File: src/rtl/hdmi_video_pkg.sv
// Shared video constants for the HDMI test-pattern path: pattern codes,
// bar colours, default raster size, FSM encoding and the pixel-position record.
package hdmi_video_pkg;

  localparam int H_ACTIVE_DEF = 1280;
  localparam int V_ACTIVE_DEF = 720;
  localparam int CNT_W        = 16;

  localparam logic [1:0] PAT_BARS  = 2'd0;
  localparam logic [1:0] PAT_RAMP  = 2'd1;
  localparam logic [1:0] PAT_SOLID = 2'd2;
  localparam logic [1:0] PAT_CHECK = 2'd3;

  localparam logic [23:0] BAR_WHITE   = 24'hFFFFFF;
  localparam logic [23:0] BAR_YELLOW  = 24'hFFFF00;
  localparam logic [23:0] BAR_CYAN    = 24'h00FFFF;
  localparam logic [23:0] BAR_GREEN   = 24'h00FF00;
  localparam logic [23:0] BAR_MAGENTA = 24'hFF00FF;
  localparam logic [23:0] BAR_RED     = 24'hFF0000;
  localparam logic [23:0] BAR_BLUE    = 24'h0000FF;
  localparam logic [23:0] BAR_BLACK   = 24'h000000;

  typedef enum logic [1:0] {
    IDLE   = 2'd0,
    ACTIVE = 2'd1,
    GAP    = 2'd2
  } state_e;

  // bar_cnt/bar_idx walk alongside x so no divide by H_ACTIVE/8 is needed
  typedef struct packed {
    logic [CNT_W-1:0] x;
    logic [CNT_W-1:0] y;
    logic [CNT_W-1:0] bar_cnt;
    logic [2:0]       bar_idx;
  } pos_t;

  function automatic logic [23:0] bar_rgb(input logic [2:0] idx);
    case (idx)
      3'd0:    bar_rgb = BAR_WHITE;
      3'd1:    bar_rgb = BAR_YELLOW;
      3'd2:    bar_rgb = BAR_CYAN;
      3'd3:    bar_rgb = BAR_GREEN;
      3'd4:    bar_rgb = BAR_MAGENTA;
      3'd5:    bar_rgb = BAR_RED;
      3'd6:    bar_rgb = BAR_BLUE;
      default: bar_rgb = BAR_BLACK;
    endcase
  endfunction

endpackage

File: src/rtl/hdmi_pattern_pixel.sv
// Combinational pattern generator: maps a raster position and pattern
// selection to one 24-bit {R,G,B} pixel.
module hdmi_pattern_pixel
  import hdmi_video_pkg::*;
(
  input  logic [7:0]  i_x,
  input  logic [7:0]  i_y,
  input  logic [2:0]  i_bar_idx,
  input  logic [1:0]  i_sel,
  input  logic [23:0] i_solid,
  output logic [23:0] o_rgb
);

  logic [7:0] w_sum;
  assign w_sum = i_x + i_y;

  always_comb begin
    o_rgb = '0;
    case (i_sel)
      PAT_BARS:  o_rgb = bar_rgb(i_bar_idx);
      PAT_RAMP:  o_rgb = {i_x, i_y, w_sum};
      PAT_SOLID: o_rgb = i_solid;
      PAT_CHECK: o_rgb = (i_x[5] ^ i_y[5]) ? 24'hFFFFFF : 24'h000000;
      default:   o_rgb = '0;
    endcase
  end

endmodule

File: src/rtl/hdmi_axis_pattern_tx.sv
// AXI4-Stream video master producing full test-pattern frames, one pixel per
// beat, TUSER on pixel (0,0), TLAST at end of line, optional idle gap per line.
module hdmi_axis_pattern_tx
  import hdmi_video_pkg::*;
#(
  parameter int C_M_AXIS_TDATA_WIDTH = 24,
  parameter int H_ACTIVE             = H_ACTIVE_DEF,
  parameter int V_ACTIVE             = V_ACTIVE_DEF,
  parameter int LINE_GAP             = 4
) (
  input  logic                            M_AXIS_ACLK,
  input  logic                            M_AXIS_ARESET,
  input  logic                            en,
  input  logic [1:0]                      pattern_sel,
  input  logic [23:0]                     solid_rgb,
  output logic [C_M_AXIS_TDATA_WIDTH-1:0] M_AXIS_TDATA,
  output logic                            M_AXIS_TVALID,
  input  logic                            M_AXIS_TREADY,
  output logic                            M_AXIS_TLAST,
  output logic                            M_AXIS_TUSER,
  output logic                            frame_done,
  output logic                            busy
);

  localparam logic [CNT_W-1:0] X_LAST   = CNT_W'(H_ACTIVE - 1);
  localparam logic [CNT_W-1:0] Y_LAST   = CNT_W'(V_ACTIVE - 1);
  localparam logic [CNT_W-1:0] BAR_LAST = CNT_W'(H_ACTIVE / 8 - 1);
  localparam logic [CNT_W-1:0] GAP_LAST = CNT_W'(LINE_GAP - 1);

  state_e                          r_state, w_state_nxt;
  pos_t                            r_pos, w_pos_nxt;
  logic [C_M_AXIS_TDATA_WIDTH-1:0] r_tdata;
  logic [23:0]                     w_pix;
  logic [1:0]                      r_sel, w_sel;
  logic [23:0]                     r_solid, w_solid;
  logic                            r_stop;
  logic                            r_frame_done;
  logic [CNT_W-1:0]                r_gap_cnt;

  logic w_xfer, w_last_x, w_last_y, w_line_end, w_frame_end;
  logic w_start, w_new_frame, w_load;

  assign w_xfer      = M_AXIS_TVALID & M_AXIS_TREADY;
  assign w_last_x    = (r_pos.x == X_LAST);
  assign w_last_y    = (r_pos.y == Y_LAST);
  assign w_line_end  = w_xfer & w_last_x;
  assign w_frame_end = w_line_end & w_last_y;
  assign w_start     = (r_state == IDLE) & en;
  assign w_load      = w_start | w_xfer;

  // A new frame picks up pattern_sel/solid_rgb directly so its first pixel
  // already uses the settings that get latched for the rest of the frame.
  assign w_new_frame = w_start | (w_frame_end & en);
  assign w_sel       = w_new_frame ? pattern_sel : r_sel;
  assign w_solid     = w_new_frame ? solid_rgb   : r_solid;

  always_comb begin
    w_pos_nxt = r_pos;
    if (w_start) begin
      w_pos_nxt = '0;
    end else if (w_last_x) begin
      w_pos_nxt   = '0;
      w_pos_nxt.y = w_last_y ? '0 : r_pos.y + 1'b1;
    end else begin
      w_pos_nxt.x = r_pos.x + 1'b1;
      if (r_pos.bar_cnt == BAR_LAST) begin
        w_pos_nxt.bar_cnt = '0;
        w_pos_nxt.bar_idx = r_pos.bar_idx + 1'b1;
      end else begin
        w_pos_nxt.bar_cnt = r_pos.bar_cnt + 1'b1;
      end
    end
  end

  // Pixel for the next position, registered on load so TDATA never sees TREADY
  hdmi_pattern_pixel u_pixel (
    .i_x       (w_pos_nxt.x[7:0]),
    .i_y       (w_pos_nxt.y[7:0]),
    .i_bar_idx (w_pos_nxt.bar_idx),
    .i_sel     (w_sel),
    .i_solid   (w_solid),
    .o_rgb     (w_pix)
  );

  always_ff @(posedge M_AXIS_ACLK or posedge M_AXIS_ARESET) begin
    if (M_AXIS_ARESET) begin
      r_pos        <= '0;
      r_tdata      <= '0;
      r_sel        <= '0;
      r_solid      <= '0;
      r_stop       <= 1'b0;
      r_frame_done <= 1'b0;
      r_gap_cnt    <= '0;
    end else begin
      r_frame_done <= w_frame_end;
      if (w_load) begin
        r_pos   <= w_pos_nxt;
        r_tdata <= w_pix;
      end
      if (w_new_frame) begin
        r_sel   <= pattern_sel;
        r_solid <= solid_rgb;
      end
      if (w_line_end) r_stop <= w_last_y & ~en;
      r_gap_cnt <= (r_state == GAP) ? r_gap_cnt + 1'b1 : '0;
    end
  end

  always_ff @(posedge M_AXIS_ACLK or posedge M_AXIS_ARESET) begin
    if (M_AXIS_ARESET) r_state <= IDLE;
    else               r_state <= w_state_nxt;
  end

  always_comb begin
    w_state_nxt = r_state;
    case (r_state)
      IDLE:   if (en) w_state_nxt = ACTIVE;
      ACTIVE: begin
        if (w_line_end) begin
          if (LINE_GAP > 0)           w_state_nxt = GAP;
          else if (w_last_y && !en)   w_state_nxt = IDLE;
        end
      end
      GAP:    if (r_gap_cnt == GAP_LAST) w_state_nxt = r_stop ? IDLE : ACTIVE;
      default: w_state_nxt = IDLE;
    endcase
  end

  always_comb begin
    M_AXIS_TVALID = (r_state == ACTIVE);
    M_AXIS_TLAST  = M_AXIS_TVALID & w_last_x;
    M_AXIS_TUSER  = M_AXIS_TVALID & (r_pos.x == '0) & (r_pos.y == '0);
    busy          = (r_state != IDLE);
  end

  assign M_AXIS_TDATA = r_tdata;
  assign frame_done   = r_frame_done;

endmodule
File: config.mk
export PLATFORM = sky130hd
export DESIGN_NAME = hdmi_axis_pattern_tx
export DESIGN_NICKNAME = d
export VERILOG_FILES = /design/src/rtl/hdmi_video_pkg.sv /design/src/rtl/hdmi_pattern_pixel.sv /design/src/rtl/hdmi_axis_pattern_tx.sv
export SDC_FILE = /design/constraint.sdc
export NUM_CORES = 1
export LEC_CHECK = 0
export ABC_AREA = 1
export CAP_MARGIN = 15
export CORE_MARGIN = 3
export CORE_UTILIZATION = 50
export DETAILED_ROUTE_END_ITERATION = 6
export PLACE_DENSITY = 0.78
export SLEW_MARGIN = 20
export SYNTH_ARGS = -nofsm -noshare
export SYNTH_HDL_FRONTEND = slang
export SYNTH_SLANG_ARGS = --single-unit
File: constraint.sdc
create_clock -name M_AXIS_ACLK -period 3.68 [get_ports M_AXIS_ACLK]
set_input_delay 0.552 -clock M_AXIS_ACLK [delete_from_list [all_inputs] [get_ports M_AXIS_ACLK]]
set_output_delay 0.552 -clock M_AXIS_ACLK [all_outputs]
set_load 0.02 [all_outputs]
==> results.cfg <==
[outcome]
outcome = finished, final reports clean

[drt]
route.detailed.drc = 0
drtIter0Drc = 581
vias = 5919
post_drt_via_cell_ratio = 5.32
routedWlPerCell_um = 14.3
ant_nets = 0
drt-pass1-iter-count = 6
wirelength_um = 15900

[floorplanning]
die_area_mm2 = 0.0145
initial_utilization = 0.515
die_w_um = 121
boundaryPins = 59
rows = 41
core_mm2 = 0.0127
die_y_um = 121

[final_layout]
antenna_cells = 0
drive_above_1_share = 0.0755
final_area_mm2 = 0.00789
synthToLayoutAreaGrowth_pct = 20.3
fin_util = 0.620
fin_nets = 972

[pwr]
p_switching_w = 0.00117
netSwitchingFraction = 0.304
peakVddDrop_mv = 0.323
p_comb_frac = 0.192
total_leakage_power_nw = 3.71
p_seq_frac = 0.403
p_per_area_mw_per_mm2 = 487
p_int_w = 0.00267
pwr-share-clk = 0.405

[global_routing]
antenna_found_initial = 0
grt_first_pass_wirelength_um = 26300
grt_max_degree = 122
grtUsageTotal = 0.227
grt_pass1_vias = 5412
overflow = 0

[cts]
clock_sinks = 121
cts-root-buf = clkbuf_16
clk_path_buf_depth = 2
cts_htree_levels = 4
post_cts_buffers = 0
cts_hold_buf = 0
cts_tree = yes
clk_latency_ps = 420
clk_pin_slew_ps = 60
cts_resized = 0
numCtsBuffers = 17

[run]
maxCapViolCount = 0

[timing]
final-max-slew-violation-count = 0
period_minus_slack_ps = 3300
relSlewSlack = 0.547
max_freq_ghz = 0.303
period_share = 0.897
rsz0062_at_grt = no
worst_pin_slew_ps = 678
hold_viol_final = 0
setup_viol = 0
fin_skew_ps = 12.2
tns_ps = 0

[setup_path]
setup.worst_path.end_class = flop
cp-startpoint = r_pos[36]
rr_startpoint = r_pos[36]
r2r_end = M_AXIS_TDATA[7]
rrSetupSlack_ps = 380
critPathRequiredTime_ps = 4000
critical_path_class = reg -> reg
r2r_cells = 16
start_kind = flop
cp.arrival_ps = 3620
cp_max_fo = 13
crit_end = M_AXIS_TDATA[7]

[logic_synthesis]
syn-num-nets = 908
yosysWarnings = 0
synth_flop_cell = dfrtp_1
synth_top_cell_area_share = 0.462
synthArstFlopShare = 1.00
synthDistinctLibCells = 46
ys_ff_latch = 121
synthTopCellsByArea = dfrtp_1, nand2_1, nor2_1, nand3_1, inv_1
syn_area_mm2 = 0.00656
synth.avg_cell_area_um2 = 7.59
synth_area_leader_cell = dfrtp_1
ys_seq_area_frac = 0.462
synth-edff-count = 0
syn_inst = 864

[place]
dp_hpwl_um = 11000
io_buffers = 58
finalWeightedCongestion = 0.939
dpl-instance-area_mm2 = 0.00733

[min_path]
min_from = r_gap_cnt[0]
min_path_type = reg -> reg
## worst max-delay path, cell delays in order, from the launching register on
cell and delay (ps):
dfrtp_1 410, ha_1 220, nand3_1 200, nor2_4 240
nand2_2 220, inv_1 180, a41oi_1 160, nor3_1 320
ha_1 340, a21oi_1 240, nor2_1 70, a211oi_1 240
nand3_1 110, nand3_1 90, nand3_1 70, nand2_1 60
inv_1 30
## flip-flops by register name, summed over array words and instances, names as in the netlist
register      cells
r_sel             2
M_AXIS_TDATA     24
r_stop            1
r_pos            51
frame_done        1
r_solid          24
r_state           2
r_gap_cnt        16
## cell usage after synthesis, types with 2 or more instances
library cell,n
nand2_1,209
nor2_1,133
dfrtp_1,121
inv_1,87
nand3_1,76
a21oi_1,41
o21ai_0,41
nor3_1,23
nor4_1,14
ha_1,13
clkbuf_1,12
o211ai_1,9
xor2_1,9
inv_2,7
nand4_1,7
buf_2,6
nand2_2,6
or2_2,6
nor3b_1,4
a211oi_1,3
buf_6,3
nand3b_1,3
o21a_1,3
a31oi_1,2
buf_1,2
nand2_4,2
nor2_4,2
xnor2_1,2
## worst min-delay path by stage
stage | to | cells after the start
after floorplan | r_gap_cnt[0] | 1
final | r_gap_cnt[0] | 1
after global placement | r_pos[18] | 1
after detailed placement | r_gap_cnt[0] | 1
after CTS | r_gap_cnt[0] | 1
after global routing | r_gap_cnt[0] | 1
## cells by family after synthesis
group,synth area share
XOR/XNOR,0.0147
flip-flops,0.462
adder cells (fa/ha/maj),0.0279
AO/OA/AOI/OAI,0.0941
buffers and inverters,0.0727
AND/OR/NAND/NOR,0.329
## placed cells by master (no fill, tap or decap), types with 3 or more instances in the layout
cell             netlist  layout
buf_4                  1      10
nand3b_1               3       3
inv_2                  7       7
nand2_2                6       7
clkinvlp_4             0       7
o21a_1                 3       3
clkbuf_16              0      17
dfrtp_1              121     121
nand3_1               76      76
nor3b_1                4       4
nor4_1                14      14
ha_1                  13      13
nor2_1               133     133
o211ai_1               9       9
a211oi_1               3       3
o21ai_0               41      41
clkinv_4               0       5
inv_1                 87      86
nand4_1                7       7
clkdlybuf4s50_1        0      58
or2_2                  6       6
a21oi_1               41      41
xor2_1                 9       9
nand2_1              209     208
nor3_1                23      23
## routing by layer
| metal | vias up | routed length, um | track usage |
|---|---|---|---|
| met3 | 23 | 787 | 0.0505 |
| met2 | 156 | 7540 | 0.360 |
| met4 | 0 | 235 | 0.0744 |
| li1 | 2942 | - | - |
| met5 | - | 0 | 0 |
| met1 | 2798 | 7320 | 0.311 |
## area by class of cell
class | count | area, um^2
Fill cell | 1137 | 4830
Multi-Input combinational cell | 625 | 3060
Sequential cell | 121 | 3030
Timing Repair Buffer | 69 | 676
Clock buffer | 18 | 429
Inverter | 94 | 357
Tap cell | 172 | 215
Clock inverter | 14 | 129
## stage by stage
step                instances  power (W)  hold slack, ps  worst slack, ps
global route             1113    0.00404             496             75.9
floorplan                 864    0.00204             433              844
CTS                      1113    0.00387             467              450
detailed placement       1081    0.00230             452              300
finish                   1113    0.00384             467              380
global placement         1081    0.00229             451              362
## power by group through the flow
stage	clock (W)	combinational [W]	sequential, W
6_report	0.00156	0.000738	0.00155
4_1_cts	0.00158	0.000739	0.00154
5_1_grt	0.00165	0.000832	0.00156
2_1_floorplan	0	0.000453	0.00159
3_3_place_gp	0	0.000726	0.00156
3_5_place_dp	0	0.000737	0.00156
Power figures use the tool's default switching activity.
